[src/rtl/am_demod_pkg.sv]
// ---------------------------------------------------------------------------
// am_demod_pkg
// Shared constants, state enum and saturation helper for the AM demod front
// end. Imported by am_source_select and any sibling blocks that need the
// sample width or the envelope bias.
// ---------------------------------------------------------------------------
package am_demod_pkg;

  localparam int SAMPLE_W = 8;
  localparam int NCO_W    = 16;
  localparam int ENV_BIAS = 16384;
  localparam int AM_SHIFT = 23;
  localparam int PIPE_LAT = 3;

  // Output FSM: RUN forwards samples, MUTE blanks the output while the
  // pipeline flushes across a source change.
  typedef enum logic {
    RUN  = 1'b0,
    MUTE = 1'b1
  } src_state_e;

  // Clamp a wide signed product (already shifted down) into one sample.
  function automatic logic signed [SAMPLE_W-1:0] sat_sample(input logic signed [32:0] v);
    if (v > 33'sd127) begin
      return 8'sd127;
    end else if (v < -33'sd128) begin
      return -8'sd128;
    end else begin
      return v[SAMPLE_W-1:0];
    end
  endfunction

endpackage

[src/rtl/switch_debounce.sv]
// ---------------------------------------------------------------------------
// switch_debounce
// Two-flop synchronizer followed by a stability-counter debouncer for a
// mechanical board switch or button.
//   i_clk    : sampling clock
//   i_rst    : synchronous active-high reset
//   i_async  : raw asynchronous switch level
//   o_level  : debounced level (0 after reset)
// The debounced level only follows the input once the synchronized level has
// disagreed with it for 2^DBNC_W - 1 consecutive cycles.
// ---------------------------------------------------------------------------
module switch_debounce #(
  parameter int DBNC_W = 20
) (
  input  logic i_clk,
  input  logic i_rst,
  input  logic i_async,
  output logic o_level
);

  logic              r_sync1;
  logic              r_sync2;
  logic              r_deb;
  logic [DBNC_W-1:0] r_dcnt;
  logic [DBNC_W-1:0] w_dcntInc;

  assign w_dcntInc = r_dcnt + DBNC_W'(1);

  // Synchronize the raw level, then count consecutive disagreeing cycles.
  // Any agreement restarts the count, so bounces never accumulate. The flip
  // happens on the cycle the count would reach all-ones.
  always_ff @(posedge i_clk) begin
    if (i_rst) begin
      r_sync1 <= 1'b0;
      r_sync2 <= 1'b0;
      r_deb   <= 1'b0;
      r_dcnt  <= '0;
    end else begin
      r_sync1 <= i_async;
      r_sync2 <= r_sync1;
      if (r_sync2 == r_deb) begin
        r_dcnt <= '0;
      end else if (w_dcntInc == '1) begin
        r_deb  <= r_sync2;
        r_dcnt <= '0;
      end else begin
        r_dcnt <= w_dcntInc;
      end
    end
  end

  assign o_level = r_deb;

endmodule

[src/rtl/am_source_select.sv]
// ---------------------------------------------------------------------------
// am_source_select
// Sample-source stage in front of AMdemod. Chooses between live ADC channel A
// and a locally synthesized AM test tone (carrier x envelope), with a debounced
// selector switch and a muted flush window on every switchover.
//   i_clk            : ADC sample clock
//   i_rst            : synchronous active-high reset
//   i_adc_data       : ADC channel A sample
//   i_carrier        : carrier NCO sine (signed)
//   i_mod_data       : modulating tone NCO sine (signed)
//   i_mod_depth      : 0=100%, 1=50%, 2=25%, 3=12.5%
//   i_sel_test_async : raw switch, 1 selects the test signal
//   o_sig_out        : signed sample to AMdemod
//   o_sig_valid      : o_sig_out carries a real sample
//   o_src_test       : active source, 1 = test signal
// ---------------------------------------------------------------------------
module am_source_select
  import am_demod_pkg::*;
#(
  parameter int DBNC_W         = 20,
  parameter int FLUSH_CYCLES   = 8,
  parameter bit ADC_OFFSET_BIN = 1'b0
) (
  input  logic                       i_clk,
  input  logic                       i_rst,
  input  logic [SAMPLE_W-1:0]        i_adc_data,
  input  logic signed [NCO_W-1:0]    i_carrier,
  input  logic signed [NCO_W-1:0]    i_mod_data,
  input  logic [1:0]                 i_mod_depth,
  input  logic                       i_sel_test_async,
  output logic signed [SAMPLE_W-1:0] o_sig_out,
  output logic                       o_sig_valid,
  output logic                       o_src_test
);

  localparam logic [7:0] FLUSH_M1 = 8'(FLUSH_CYCLES - 1);

  logic                       w_deb;
  logic signed [16:0]         w_modExt;
  logic [2:0]                 w_shamt;
  logic signed [16:0]         w_env;
  logic signed [32:0]         w_prod;
  logic signed [32:0]         w_shifted;
  logic [SAMPLE_W-1:0]        w_adcTwos;

  logic signed [NCO_W-1:0]    r_s1Carrier;
  logic signed [16:0]         r_s1Env;
  logic signed [32:0]         r_s2Prod;
  logic signed [SAMPLE_W-1:0] r_s3Test;
  logic [SAMPLE_W-1:0]        r_adcPipe [PIPE_LAT];
  logic [PIPE_LAT:0]          r_fill;

  src_state_e                 r_state;
  src_state_e                 w_stateNext;
  logic [7:0]                 r_mcnt;
  logic                       r_srcTest;

  switch_debounce #(
    .DBNC_W (DBNC_W)
  ) u_sel_debounce (
    .i_clk   (i_clk),
    .i_rst   (i_rst),
    .i_async (i_sel_test_async),
    .o_level (w_deb)
  );

  // Envelope = bias + scaled tone; with the bias at half scale and depth at
  // most 100 %, the sum stays in 0..32767 and never needs clamping.
  assign w_modExt  = {i_mod_data[NCO_W-1], i_mod_data};
  assign w_shamt   = {1'b0, i_mod_depth} + 3'd1;
  assign w_env     = $signed(17'(ENV_BIAS)) + (w_modExt >>> w_shamt);
  assign w_prod    = $signed({{17{r_s1Carrier[NCO_W-1]}}, r_s1Carrier}) *
                     $signed({{16{r_s1Env[16]}}, r_s1Env});
  assign w_shifted = r_s2Prod >>> AM_SHIFT;

  // Offset-binary converters only differ from two's complement in the MSB.
  assign w_adcTwos = (ADC_OFFSET_BIN) ? {~i_adc_data[SAMPLE_W-1], i_adc_data[SAMPLE_W-2:0]}
                                      : i_adc_data;

  // Both datapaths run every cycle regardless of the FSM, three stages each,
  // so switching sources never changes latency. r_fill tracks pipeline fill
  // after reset so the first real sample is flagged one cycle after S3 loads.
  always_ff @(posedge i_clk) begin
    if (i_rst) begin
      r_s1Carrier <= '0;
      r_s1Env     <= '0;
      r_s2Prod    <= '0;
      r_s3Test    <= '0;
      for (int i = 0; i < PIPE_LAT; i++) begin
        r_adcPipe[i] <= '0;
      end
      r_fill      <= '0;
    end else begin
      r_s1Carrier  <= i_carrier;
      r_s1Env      <= w_env;
      r_s2Prod     <= w_prod;
      r_s3Test     <= sat_sample(w_shifted);
      r_adcPipe[0] <= w_adcTwos;
      for (int i = 1; i < PIPE_LAT; i++) begin
        r_adcPipe[i] <= r_adcPipe[i-1];
      end
      r_fill       <= {r_fill[PIPE_LAT-1:0], 1'b1};
    end
  end

  // State register plus the mute counter and active-source flag that move
  // with it. The source only changes at the end of a mute, and it takes
  // whatever the switch says then, so a reverted switch just wastes a mute.
  always_ff @(posedge i_clk) begin
    if (i_rst) begin
      r_state   <= RUN;
      r_mcnt    <= '0;
      r_srcTest <= 1'b0;
    end else begin
      r_state <= w_stateNext;
      if (r_state == RUN && w_stateNext == MUTE) begin
        r_mcnt <= FLUSH_M1;
      end else if (r_state == MUTE && r_mcnt != 8'd0) begin
        r_mcnt <= r_mcnt - 8'd1;
      end
      if (r_state == MUTE && r_mcnt == 8'd0) begin
        r_srcTest <= w_deb;
      end
    end
  end

  // Next-state logic: a debounced switch that disagrees with the active
  // source starts a mute; the mute ends when the counter runs out.
  always_comb begin
    w_stateNext = r_state;
    case (r_state)
      RUN:     if (w_deb != r_srcTest) w_stateNext = MUTE;
      MUTE:    if (r_mcnt == 8'd0)     w_stateNext = RUN;
      default: w_stateNext = RUN;
    endcase
  end

  // Output mux and gating: blank during MUTE, otherwise forward the active
  // source's S3 register; valid additionally waits for pipeline fill.
  always_comb begin
    o_sig_out   = '0;
    o_sig_valid = 1'b0;
    if (r_state == RUN) begin
      o_sig_out   = r_srcTest ? r_s3Test : $signed(r_adcPipe[PIPE_LAT-1]);
      o_sig_valid = r_fill[PIPE_LAT];
    end
  end

  assign o_src_test = r_srcTest;

endmodule
[config.mk]
export PLATFORM = sky130hd
export DESIGN_NAME = am_source_select
export DESIGN_NICKNAME = d
export VERILOG_FILES = /design/src/rtl/am_demod_pkg.sv /design/src/rtl/switch_debounce.sv /design/src/rtl/am_source_select.sv
export SDC_FILE = /design/constraint.sdc
export NUM_CORES = 1
export LEC_CHECK = 0
export ABC_AREA = 1
export BUFFER_PORTS_ARGS = -buffer_cell sky130_fd_sc_hd__buf_4
export CELL_PAD_IN_SITES_DETAIL_PLACEMENT = 0
export CELL_PAD_IN_SITES_GLOBAL_PLACEMENT = 1
export CORE_MARGIN = 4
export CORE_UTILIZATION = 49
export CTS_BUF_LIST = sky130_fd_sc_hd__clkbuf_2
export DETAILED_ROUTE_END_ITERATION = 6
export PLACE_DENSITY_LB_ADDON = 0.1
export RECOVER_POWER = 50
export SYNTH_ARGS = -nofsm -noshare
export SYNTH_HDL_FRONTEND = slang
export SYNTH_SLANG_ARGS = --single-unit
[constraint.sdc]
create_clock -name i_clk -period 8 [get_ports i_clk]
set_clock_uncertainty 0.2 [all_clocks]
set_input_delay 1.6 -clock i_clk [delete_from_list [all_inputs] [get_ports i_clk]]
set_output_delay 1.6 -clock i_clk [all_outputs]
set_load 0.005 [all_outputs]
==> metrics <==
register area share after synthesis 0.150; Detail Placement HPWL 28.9 mm; Die ar. 33,400 sq um; Seq cells post-synth 112; Layout area overhead 5.12%; pin count of the biggest net entering global routing 59; Critical Path AT 6.91 ns; crit end category flip-flop; total gr overflow 0; GP Congestion 0.874; measured slew at the worst slew-check pin 2.45 ns; PostCTS Resize Cnt 0; initial antenna violation count 1; drt drc 0; slew margin rel. -0.633; failing checks capacitance limit, slew limit; Via-to-Cell Ratio 4.80; gr usage total 0.223; Hold Startpoint r_adcPipe[0][14]; post-route ant nets 0; FMAX 154 MHz; startpoint types flip-flop; crit-path max FO 17; H-tree depth 3; Final min period 6.48 ns; core area 29,900 sq um; worst path cell trace nand2_1, inv_1, fa_1, fa_1, inv_1, fa_1, inv_1, fa_1, fa_1, fa_1, ha_1, nand2_1, nor2_1, inv_1, nor4_1, o21ai_0, nand3_1, nand2_1, nor2_1; RR Startpoint r_s1Carrier[1]; layout cells sized above 1 0.0502; Clock Tree Root clkbuf_2; setup_tns 0 ns; drt pass-1 iters 5; min-delay worst type reg2reg; die extent in x 183 um; Max-Cap Viols 1; largest stage delay on the critical path 0.91 ns; final WL 34.6 mm; CTS Buf Count 9; clock-pin slew on the worst setup and hold paths 0.38 ns; CTS tree yes; period utilisation layout 0.810; Starting Density 0.501; Placed Cells 2,325; crit path max-delay cell type dfxtp_1; final setup fails 0; Ys Warns 0; Starting DRT DRC Count 465; Slew Limit Fails 59; maximum VDD drop 0.115 mV; prevailing post-synth register cell dfxtp_1; fillers 2,931; Post-Syn Area 15,000 sq um; PortBufs 54; cells after synthesis 1,954; Netlist cell types 38; Die Ht 183 um; Crit path required time 8.43 ns; status finished with violations; Vias 11,300; Post-synth ARST share 0; vias in the first global route 11,900; Nets 2,353; most used cell, CP fa_1; Setup Buffers After CTS 0; I/O pins 55; CTS max path bufs 2; Pleak 8.83 nW; Critical Path Start r_s1Carrier[1]; Non-Filler Instances 2,344; RSZ-0062 raised after global routing false; CP Class reg2reg; Post-Syn Nets 2,361; Final Hold Vio Count 0; PwrDens 168 nW/um^2; first-pass GRT wire length 59.7 mm; FP Rows 63; syn_area_per_cell 7.66 sq um; CTS Hold Bufs 0; clk_lat worst skew 0.67 ns; Sink Count 112; routed len/inst 14.8 um; Post-synth EDFFs 0
==> state kept, by name (all words and copies together) (netlist names), 4 cells and up <==
name and flops:
r_mcnt 8, r_fill 4, r_s1Env 17, r_adcPipe 24, u_sel_debounce.r_dcnt 20, r_s3Test 8, r_s1Carrier 16, r_s2Prod 10
==> through the flow <==
step	power, mW	worst slack (ns)	utilization	hold WS, ns	instance area [sq um]
2_1_floorplan	1.89	2.26	-	0.188	15000
3_3_place_gp	2.38	1.39	0.522	0.189	15600
3_5_place_dp	2.37	1.56	0.522	0.192	15600
4_1_cts	2.69	1.50	0.527	0.214	15700
5_1_grt	2.98	1.05	0.527	0.229	15700
6_report	2.64	1.52	0.527	0.215	15700
==> report_power, final <==
group	leakage [nW]	switching [mW]	internal [mW]	total, mW
sequential	0.921	0.0918	0.616	0.708
clock	0.0821	0.228	0.0635	0.291
combinational	7.82	1.03	0.603	1.64
==> layout make-up <==
type | count | area (sq um) | share of cell area
Multi-Input combinational cell | 1205 | 10300 | 0.656
Sequential cell | 112 | 2240 | 0.142
Inverter | 559 | 2100 | 0.133
Tap cell | 390 | 488 | 0.0310
Timing Repair Buffer | 59 | 435 | 0.0277
Clock inverter | 7 | 98.8 | 0.00628
Clock buffer | 9 | 45.0 | 0.00286
Antenna cell | 3 | 7.51 | 0.000477
==> layer usage <==
| metal | part of all wire | track usage | up-vias |
|---|---|---|---|
| met1 | 0.46 | 0.308 | 5447 |
| met2 | 0.48 | 0.382 | 214 |
| li1 | - | - | 5571 |
| met4 | 0.014 | 0.0402 | 0 |
| met5 | 0 | 0 | - |
| met3 | 0.049 | 0.0321 | 27 |
==> kinds of logic (layout without fill, tap and decap cells) <==
logic type	count (synthesis)	in the layout	share of synthesized area
simple gates	663	663	0.177
buf+inv	637	634	0.161
fa+ha+maj	362	362	0.440
compound gates	151	151	0.0542
flops	112	112	0.150
xor+xnor	20	20	0.0117
mux	9	9	0.00602
other cells	0	3	0
==> cell usage in the layout, fill, tap and decap left out, types with 2 or more instances in the layout <==
| cell type | netlist | routed |
|---|---|---|
| a211oi_1 | 3 | 3 |
| a21o_1 | 5 | 5 |
| a21oi_1 | 61 | 61 |
| a31oi_1 | 6 | 6 |
| buf_4 | 0 | 57 |
| clkbuf_1 | 72 | 2 |
| clkbuf_2 | 0 | 9 |
| clkinv_1 | 2 | 2 |
| clkinv_8 | 0 | 2 |
| dfxtp_1 | 112 | 112 |
| diode_2 | 0 | 3 |
| fa_1 | 275 | 275 |
| ha_1 | 87 | 87 |
| inv_1 | 554 | 554 |
| inv_12 | 0 | 3 |
| inv_2 | 3 | 3 |
| inv_6 | 0 | 2 |
| mux2i_1 | 9 | 9 |
| nand2_1 | 407 | 407 |
| nand2_2 | 2 | 2 |
| nand3_1 | 25 | 25 |
| nand4_1 | 10 | 10 |
| nor2_1 | 179 | 179 |
| nor2_2 | 14 | 14 |
| nor2_4 | 2 | 2 |
| nor3_1 | 9 | 9 |
| nor4_1 | 7 | 7 |
| o21ai_0 | 62 | 62 |
| o21ai_1 | 4 | 4 |
| o21bai_1 | 6 | 6 |
| or2_2 | 3 | 3 |
| xnor2_1 | 13 | 13 |
| xor2_1 | 7 | 7 |
==> Yosys cell counts (2+ instances only) <==
cell / instances / share of area
o21ai_0: 62 / 0.021
a21o_1: 5 / 0.0025
buf_1: 4 / 0.0010
nand4_1: 10 / 0.0042
xor2_1: 7 / 0.0041
o21ai_1: 4 / 0.0013
ha_1: 87 / 0.073
nor2_4: 2 / 0.0015
nand2_1: 407 / 0.10
nor4_1: 7 / 0.0029
nor2_1: 179 / 0.045
clkinv_1: 2 / 0.00050
a21oi_1: 61 / 0.020
inv_2: 3 / 0.00075
nand2_2: 2 / 0.00084
nand3_1: 25 / 0.0084
clkbuf_1: 72 / 0.018
dfxtp_1: 112 / 0.15
nor3_1: 9 / 0.0030
buf_6: 2 / 0.0015
or2_2: 3 / 0.0013
mux2i_1: 9 / 0.0060
xnor2_1: 13 / 0.0076
fa_1: 275 / 0.37
a211oi_1: 3 / 0.0015
nor2_2: 14 / 0.0058
inv_1: 554 / 0.14
a31oi_1: 6 / 0.0025
o21bai_1: 6 / 0.0030
==> path summary, 6_finish.rpt <==
check,end,slack [ns],depth (start not counted)
worst max register to register,r_s2Prod[28],1.52,19
worst max-delay path,r_s2Prod[28],1.52,19
worst min register to register,r_adcPipe[0][22],0.21,2
worst min-delay path,r_adcPipe[0][22],0.21,2
==> critical path: cells and delay by family, from the launching register on <==
family | cells | cell delay, ns
adder cells (fa/ha/maj) | 7 | 3.67
AND/OR/NAND/NOR | 7 | 0.99
flip-flops | 1 | 0.91
buffers and inverters | 4 | 0.46
AO/OA/AOI/OAI | 1 | 0.24
Power figures use the tool's default switching activity.
